## config.mk

```make
export PLATFORM = sky130hd
export DESIGN_NAME = mem_port_arbiter
export DESIGN_NICKNAME = d
export VERILOG_FILES = /design/src/rtl/mem_port_arbiter.sv
export SDC_FILE = /design/constraint.sdc
export NUM_CORES = 1
export LEC_CHECK = 0
export BUFFER_PORTS_ARGS = -buffer_cell sky130_fd_sc_hd__buf_2
export CAP_MARGIN = 40
export CORE_ASPECT_RATIO = 0.8
export CORE_MARGIN = 2
export CORE_UTILIZATION = 46
export CTS_CLUSTER_DIAMETER = 30
export DETAILED_ROUTE_END_ITERATION = 16
export PLACE_DENSITY = 0.8
export SLEW_MARGIN = 20
export SYNTH_ARGS = -nofsm -noshare
export SYNTH_HDL_FRONTEND = slang
export SYNTH_SLANG_ARGS = --single-unit
```

## constraint.sdc

```tcl
create_clock -name clk -period 2.05 [get_ports clk]
set_input_delay 0.3075 -clock clk [delete_from_list [all_inputs] [get_ports clk]]
set_output_delay 0.3075 -clock clk [all_outputs]
set_load 0.01 [all_outputs]
```

## src/rtl/mem_port_arbiter.sv

```systemverilog
// Purpose: shares one memory command port between icache and dcache miss engines; dcache priority, icache starve-bounded.
// Latency: grant in 1 IDLE cycle, command next cycle, read beats forwarded 1 cycle after mem_rvalid, done 1 cycle after last beat/write handshake.
// Backpressure: command held stable on mem_valid until mem_ready; requesters hold req until their done pulse, CPU stalled meanwhile.
module mem_port_arbiter #(
  parameter int ADDR_W     = 32,
  parameter int DATA_W     = 32,
  parameter int BURST_LEN  = 4,
  parameter int STARVE_MAX = 3
) (
  input  logic              clk,
  input  logic              rst,
  input  logic              ic_req,
  input  logic [ADDR_W-1:0] ic_addr,
  output logic              ic_rvalid,
  output logic [DATA_W-1:0] ic_rdata,
  output logic              ic_done,
  input  logic              dc_req,
  input  logic              dc_we,
  input  logic [ADDR_W-1:0] dc_addr,
  input  logic [DATA_W-1:0] dc_wdata,
  output logic              dc_rvalid,
  output logic [DATA_W-1:0] dc_rdata,
  output logic              dc_done,
  output logic              mem_valid,
  input  logic              mem_ready,
  output logic              mem_rnw,
  output logic [ADDR_W-1:0] mem_addr,
  output logic [DATA_W-1:0] mem_wdata,
  input  logic              mem_rvalid,
  input  logic [DATA_W-1:0] mem_rdata,
  output logic              stall,
  output logic              err
);

  localparam int BEAT_W   = (BURST_LEN > 1) ? $clog2(BURST_LEN) : 1;
  localparam int STARVE_W = $clog2(STARVE_MAX + 1);
  localparam logic [BEAT_W-1:0]   BEAT_LAST = BEAT_W'(BURST_LEN - 1);
  localparam logic [STARVE_W-1:0] STARVE_LIM = STARVE_W'(STARVE_MAX);

  typedef enum logic [1:0] {
    S_IDLE   = 2'd0,
    S_ISSUE  = 2'd1,
    S_RDWAIT = 2'd2,
    S_DONE   = 2'd3
  } state_t;

  state_t              state_q, state_d;
  logic [STARVE_W-1:0] starve_q, starve_d;
  logic [BEAT_W-1:0]   beat_q, beat_d;
  logic                owner_ic_q, owner_ic_d;
  logic                rnw_q, rnw_d;
  logic [ADDR_W-1:0]   addr_q, addr_d;
  logic [DATA_W-1:0]   wdata_q, wdata_d;
  logic                ic_rvalid_q, ic_rvalid_d;
  logic                dc_rvalid_q, dc_rvalid_d;
  logic [DATA_W-1:0]   ic_rdata_q, ic_rdata_d;
  logic [DATA_W-1:0]   dc_rdata_q, dc_rdata_d;
  logic                err_q, err_d;

  logic any_req;
  logic grant_ic;
  logic owner_req;

  // icache wins when alone, or when dcache has already won STARVE_MAX contended rounds
  assign any_req   = ic_req | dc_req;
  assign grant_ic  = ic_req & (~dc_req | (starve_q == STARVE_LIM));
  assign owner_req = owner_ic_q ? ic_req : dc_req;

  // state register
  always_ff @(posedge clk or negedge rst) begin
    if (!rst) begin
      state_q <= S_IDLE;
    end else begin
      state_q <= state_d;
    end
  end

  // next-state logic
  always_comb begin
    state_d = state_q;
    case (state_q)
      S_IDLE:   if (any_req) state_d = S_ISSUE;
      S_ISSUE:  if (mem_ready) state_d = rnw_q ? S_RDWAIT : S_DONE;
      S_RDWAIT: if (mem_rvalid && (beat_q == BEAT_LAST)) state_d = S_DONE;
      S_DONE:   state_d = S_IDLE;
      default:  state_d = S_IDLE;
    endcase
  end

  // state-decoded outputs: command valid and the owner's completion pulse
  always_comb begin
    mem_valid = 1'b0;
    ic_done   = 1'b0;
    dc_done   = 1'b0;
    case (state_q)
      S_ISSUE: mem_valid = 1'b1;
      S_DONE: begin
        ic_done = owner_ic_q;
        dc_done = ~owner_ic_q;
      end
      default: ;
    endcase
  end

  // command latch, starvation count, beat count, read return path and error tracking
  always_comb begin
    starve_d    = starve_q;
    beat_d      = beat_q;
    owner_ic_d  = owner_ic_q;
    rnw_d       = rnw_q;
    addr_d      = addr_q;
    wdata_d     = wdata_q;
    ic_rvalid_d = 1'b0;
    dc_rvalid_d = 1'b0;
    ic_rdata_d  = ic_rdata_q;
    dc_rdata_d  = dc_rdata_q;
    err_d       = err_q;

    if (state_q == S_IDLE && any_req) begin
      owner_ic_d = grant_ic;
      if (grant_ic) begin
        rnw_d    = 1'b1;
        addr_d   = ic_addr;
        wdata_d  = '0;
        starve_d = '0;
      end else begin
        rnw_d   = ~dc_we;
        addr_d  = dc_addr;
        wdata_d = dc_wdata;
        // only a contended dcache win counts toward icache starvation
        if (ic_req) starve_d = starve_q + STARVE_W'(1);
      end
    end

    if (state_q == S_ISSUE && mem_ready && rnw_q) begin
      beat_d = '0;
    end

    if (state_q == S_RDWAIT && mem_rvalid) begin
      beat_d = beat_q + BEAT_W'(1);
      if (owner_ic_q) begin
        ic_rdata_d  = mem_rdata;
        ic_rvalid_d = 1'b1;
      end else begin
        dc_rdata_d  = mem_rdata;
        dc_rvalid_d = 1'b1;
      end
    end

    // stray read beats, or the owner dropping req mid-command, are protocol errors
    if (mem_rvalid && state_q != S_RDWAIT) err_d = 1'b1;
    if ((state_q == S_ISSUE || state_q == S_RDWAIT) && !owner_req) err_d = 1'b1;
  end

  // datapath registers
  always_ff @(posedge clk or negedge rst) begin
    if (!rst) begin
      starve_q    <= '0;
      beat_q      <= '0;
      owner_ic_q  <= 1'b0;
      rnw_q       <= 1'b0;
      addr_q      <= '0;
      wdata_q     <= '0;
      ic_rvalid_q <= 1'b0;
      dc_rvalid_q <= 1'b0;
      ic_rdata_q  <= '0;
      dc_rdata_q  <= '0;
      err_q       <= 1'b0;
    end else begin
      starve_q    <= starve_d;
      beat_q      <= beat_d;
      owner_ic_q  <= owner_ic_d;
      rnw_q       <= rnw_d;
      addr_q      <= addr_d;
      wdata_q     <= wdata_d;
      ic_rvalid_q <= ic_rvalid_d;
      dc_rvalid_q <= dc_rvalid_d;
      ic_rdata_q  <= ic_rdata_d;
      dc_rdata_q  <= dc_rdata_d;
      err_q       <= err_d;
    end
  end

  assign mem_rnw   = rnw_q;
  assign mem_addr  = addr_q;
  assign mem_wdata = wdata_q;
  assign ic_rvalid = ic_rvalid_q;
  assign dc_rvalid = dc_rvalid_q;
  assign ic_rdata  = ic_rdata_q;
  assign dc_rdata  = dc_rdata_q;
  assign err       = err_q;
  assign stall     = ic_req | dc_req;

endmodule

```

# Word-level counts from Yosys, hierarchy flattened
# Index checks and enable logic that the tools add are counted.
# op_classes
bitwise	6
eq_ne	9
shift	0
mul	0
n_lt_le_gt_ge	0
n_addsub	2
mux	22
n_div	0
reduce_logical	17
# ops
operator	count
$mux 32	2
$mux 2	7
$mux 1	12
$eq 2x2->1 const B	4
$ne 2x2->1 const B	4
$pmux 2 s4	1
$logic_and 1x1->1	7
$reduce_and 2->1	3
$reduce_bool 2->1	3
$add 2x1->2 const B	2
$not 1->1	3
$reduce_and 3->1	1
$eq 2x1->1 const B	1
$logic_not 2->1	1
$or 1x1->1	2
$and 1x1->1	1
$logic_not 1->1	1
$logic_or 1x1->1	1
# word_totals
reg_bits	139
romBits	0
latchBits	0
elab_cells	68
mem_count	0
mem_bits_rw	0
out_inout_bits	136

# Depth between registers and ports, before layout
# logic_depth
depth_word	5
mapped_depth	7
ltp_nobuf	5

# Worst setup path after synthesis
# OpenSTA, ideal clock, no wires.
# synth_path
path_type	reg-to-reg
from	register state_q[0]
to	register dc_rdata_q[10] (netlist: dc_rdata[10])
path_slack_ns	0.336
t_arrival_ns	1.589
setup_time_ns	0.125
path_buffers	2
path_stages_with_launch	8
required_time_ns	1.925
path_cell_list	dfrtp_1 inv_1 ha_1 nand2_1 or2_1 buf_2 buf_6 mux2_2
# synth_between
elab_chain_len	3
# synth_lines
element	line	rtl
from (decl)	47	state_t state_q, state_d;
from (signal assigned)	74	state_q <= state_d;
$eq 2x2->1	139	if (state_q == S_RDWAIT && mem_rvalid) begin
$logic_and 1x1->1	139	
$reduce_and 2->1 (no source line)	-	
to (signal assigned)	179	dc_rdata_q <= dc_rdata_d;
to (decl)	57	logic [DATA_W-1:0] dc_rdata_q, dc_rdata_d;
# No other way between the ends.
# A chain may end at the register's enable or synchronous reset.

# Worst setup path in the final report
# layout_path
from	register state_q[0]
to	register dc_rdata_q[19] (netlist: dc_rdata[19])
# Same word-level chain as after synthesis.

==> results by group <==
Global routing
  • Largest net degree at the start of global routing: 65
  • Gr ovfl total: 0
  • Global-route wire length before repair: 22100 microns
  • Antenna violations before repair: 0
  • Total GRT Usage: 0.218
  • Vias in the first global route: 4384

Final layout
  • Final Instance Count excl. Fillers: 878
  • Number of nets in the finished design: 857
  • P&R area growth vs syn: 38.1%
  • Share of cells above drive strength 1: 0.530
  • Filler cells: 926
  • Ant. Diodes: 0
  • Fin util: 0.646

Timing
  • Tightest Pin Transition: 0.771 ns
  • Slew headroom: 0.486
  • Final period util: 0.907
  • Post-layout min period: 1.86 ns
  • Slew Limit Fails: 0
  • Count of final setup violators: 0
  • Setup TNS: 0 ns
  • Fmax: 538 MHz
  • Final Hold Viols: 0
  • RSZ-0062 raised after global routing: false
  • Setup Skew: 0.00897 ns
  • Post-route setup slack: 0.191 ns

Die
  • Io pins: 271
  • Core Area: 12100 sq um
  • Core Rows: 36
  • Die ar.: 13200 sq um
  • Die X: 128 microns
  • Die Ht: 103 microns
  • Starting Density: 0.467

Synth
  • Synth Area in Adders: 0.0200
  • Post-Syn Nets: 590
  • Largest family of logic cells by synthesized area: multiplexers
  • Syn Inst Count: 446
  • Synth top area share: 0.616
  • Multiplexer share of the synthesized area: 0.135
  • Synth area leaders: dfrtp_1 62%, mux2_2 13%, a22o_1 5.1%
  • Post-synth cell types: 28
  • Main synth FF type: dfrtp_1
  • Cell with the most instances after synthesis: dfrtp_1
  • Synthesized area: 5640 sq um
  • Async SR Flop Fraction: 1.00
  • Compound-Gate Fraction of Synth Area: 0.128
  • XOR/XNOR Fraction of Synth Area: 0
  • Post-synth EDFFs: 0
  • Top cell type by total area after synthesis: dfrtp_1
  • FF+latch count, synth: 139
  • Syn avg cell area: 12.7 sq um
  • Yosys Warn Count: 0
  • Register area share after synthesis: 0.616
  • Commonest cells post-synth: 139 x dfrtp_1, 67 x mux2_2, 37 x nand3_1, 34 x nor2_1
  • Post-Synth Simple-Gate Area: 0.0647

Routing
  • TritonRoute pass-1 iters: 4
  • DR WL/cell: 16.5 microns
  • Residual DRC: 0
  • Via density: 5.25
  • Post-route antenna net violation count: 0
  • DRT Wirelength: 14500 microns
  • DR iter-0 viols: 214
  • Vias: 4607

Power
  • Worst vdd ir: 0.713 mV
  • PD cells: 1610 nW/um^2
  • Pleak: 3.91 nW
  • Overall power: 12.6 mW

Setup path
  • Critical-path top delay cell: mux2_2
  • R2R setup slack: 0.19 ns
  • Worst-path cell chain: inv_1 -> ha_1 -> nand2_1 -> or2_1 -> buf_4 -> mux2_2
  • Setup crit start kind: register
  • CP peak stage delay: 0.39 ns
  • Critical Path AT: 2.15 ns
  • CP Data Required Time: 2.34 ns
  • Largest fanout on the critical path: 33
  • CP Class: register to register
  • Critical Path End Type: register

CTS
  • Worst-path clk slew: 0.06 ns
  • CTS root buffer: clkbuf_16
  • Clk_lat worst skew: 0.41 ns
  • Num CTS Buffers: 17
  • TritonCTS clock tree: yes
  • CTS H-tree lvls: 4
  • CTS sink cnt: 139
  • Clk buf depth: 2

Placement
  • Pre-CTS WS: 0.191 ns
  • Dpl hpwl: 10600 microns
  • Final GP Congestion: 0.824
  • Placed insts: 845
  • I/O Buffers: 270

Run
  • MaxCap Viol Count: 0

Run status
  • Status: complete, no violations

Worst hold path
  • HP Class: input pin to register
[power breakdown]
part           total, mW  internal (mW)  switching, mW
clock               3.15           1.94           1.21
sequential          4.78           4.06          0.724
combinational       4.64           2.26           2.38
[layout by cell type (no fill, tap or decap), types with 2 or more instances in the layout]
cell type,netlist,final
a31oi_1,32,32
o21ai_0,33,33
buf_12,0,4
mux2_2,67,67
nand3_1,37,36
nand2_1,4,4
nor2b_1,3,2
inv_1,9,9
dfrtp_1,139,139
inv_6,0,4
bufinv_16,0,3
clkinvlp_4,0,2
ha_1,9,9
clkinv_2,0,2
clkinv_4,0,3
buf_2,9,269
buf_4,1,7
nor2_1,34,34
clkbuf_16,0,17
a22o_1,33,33
[stage by stage]
stage          instance area [sq um]  hold slack (ns)
2_1_floorplan                   5640           0.0119
3_3_place_gp                    7170            0.289
3_5_place_dp                    7170            0.300
4_1_cts                         7790           0.0654
5_1_grt                         7790           0.0836
6_report                        7790           0.0828
[cells by family (layout without fill, tap and decap cells)]
logic type / count (synthesis) / after routing
AO/OA/AOI/OAI: 106 / 106
adder cells (fa/ha/maj): 9 / 9
buffers and inverters: 43 / 323
flip-flops: 139 / 139
multiplexers: 68 / 68
AND/OR/NAND/NOR: 81 / 81
[routing by layer]
metal	routed length (microns)	vias to the layer above	global-route usage	share of wire
met2	7360	202	0.371	0.51
met5	0	-	0	0
li1	-	2158	-	-
met3	1130	11	0.0685	0.078
met1	5930	2236	0.268	0.41
met4	87	0	0.0668	0.0060
[flip-flops by register name (all words and copies together), names as in the netlist, 2 cells and up]
signal / cells
beat_q: 2
ic_rdata: 32
state_q: 2
mem_wdata: 32
starve_q: 2
mem_addr: 32
dc_rdata: 32
[worst max-delay path: cells and delay by family, from the launching register on]
| family | cells | cell delay, ns |
|---|---|---|
| muxes | 1 | 0.39 |
| DFF | 1 | 0.34 |
| buffers and inverters | 2 | 0.46 |
| adders and majority gates | 1 | 0.27 |
| and+or+nand+nor | 2 | 0.24 |
[cell type report]
class / count / area, sq um / area share
flip-flops and latches: 139 / 3480 / 0.446
multi-input cells: 264 / 1980 / 0.254
repair buffers: 282 / 1500 / 0.192
clock buffers: 17 / 425 / 0.0546
well taps: 152 / 190 / 0.0244
clock inverters: 15 / 188 / 0.0241
inverters: 9 / 33.8 / 0.00433
[worst paths after layout]
path	depth (start not counted)	from	endpoint
hold reg to reg	1	ic_rdata[26]	ic_rdata[26]
setup / recovery	6	state_q[0]	dc_rdata[19]
max in group asynchronous	3	rst	mem_addr[30]
hold / removal	2	dc_we	mem_rnw
min in group asynchronous	2	rst	dc_rdata[14]
setup reg to reg	6	state_q[0]	dc_rdata[19]
[timing repair]
action                    CTS  global route
hold endpoints to repair   53             0
hold buffers                1             0
setup buffers               0             0
gates resized for setup     0             0
Power figures use the tool's default switching activity.
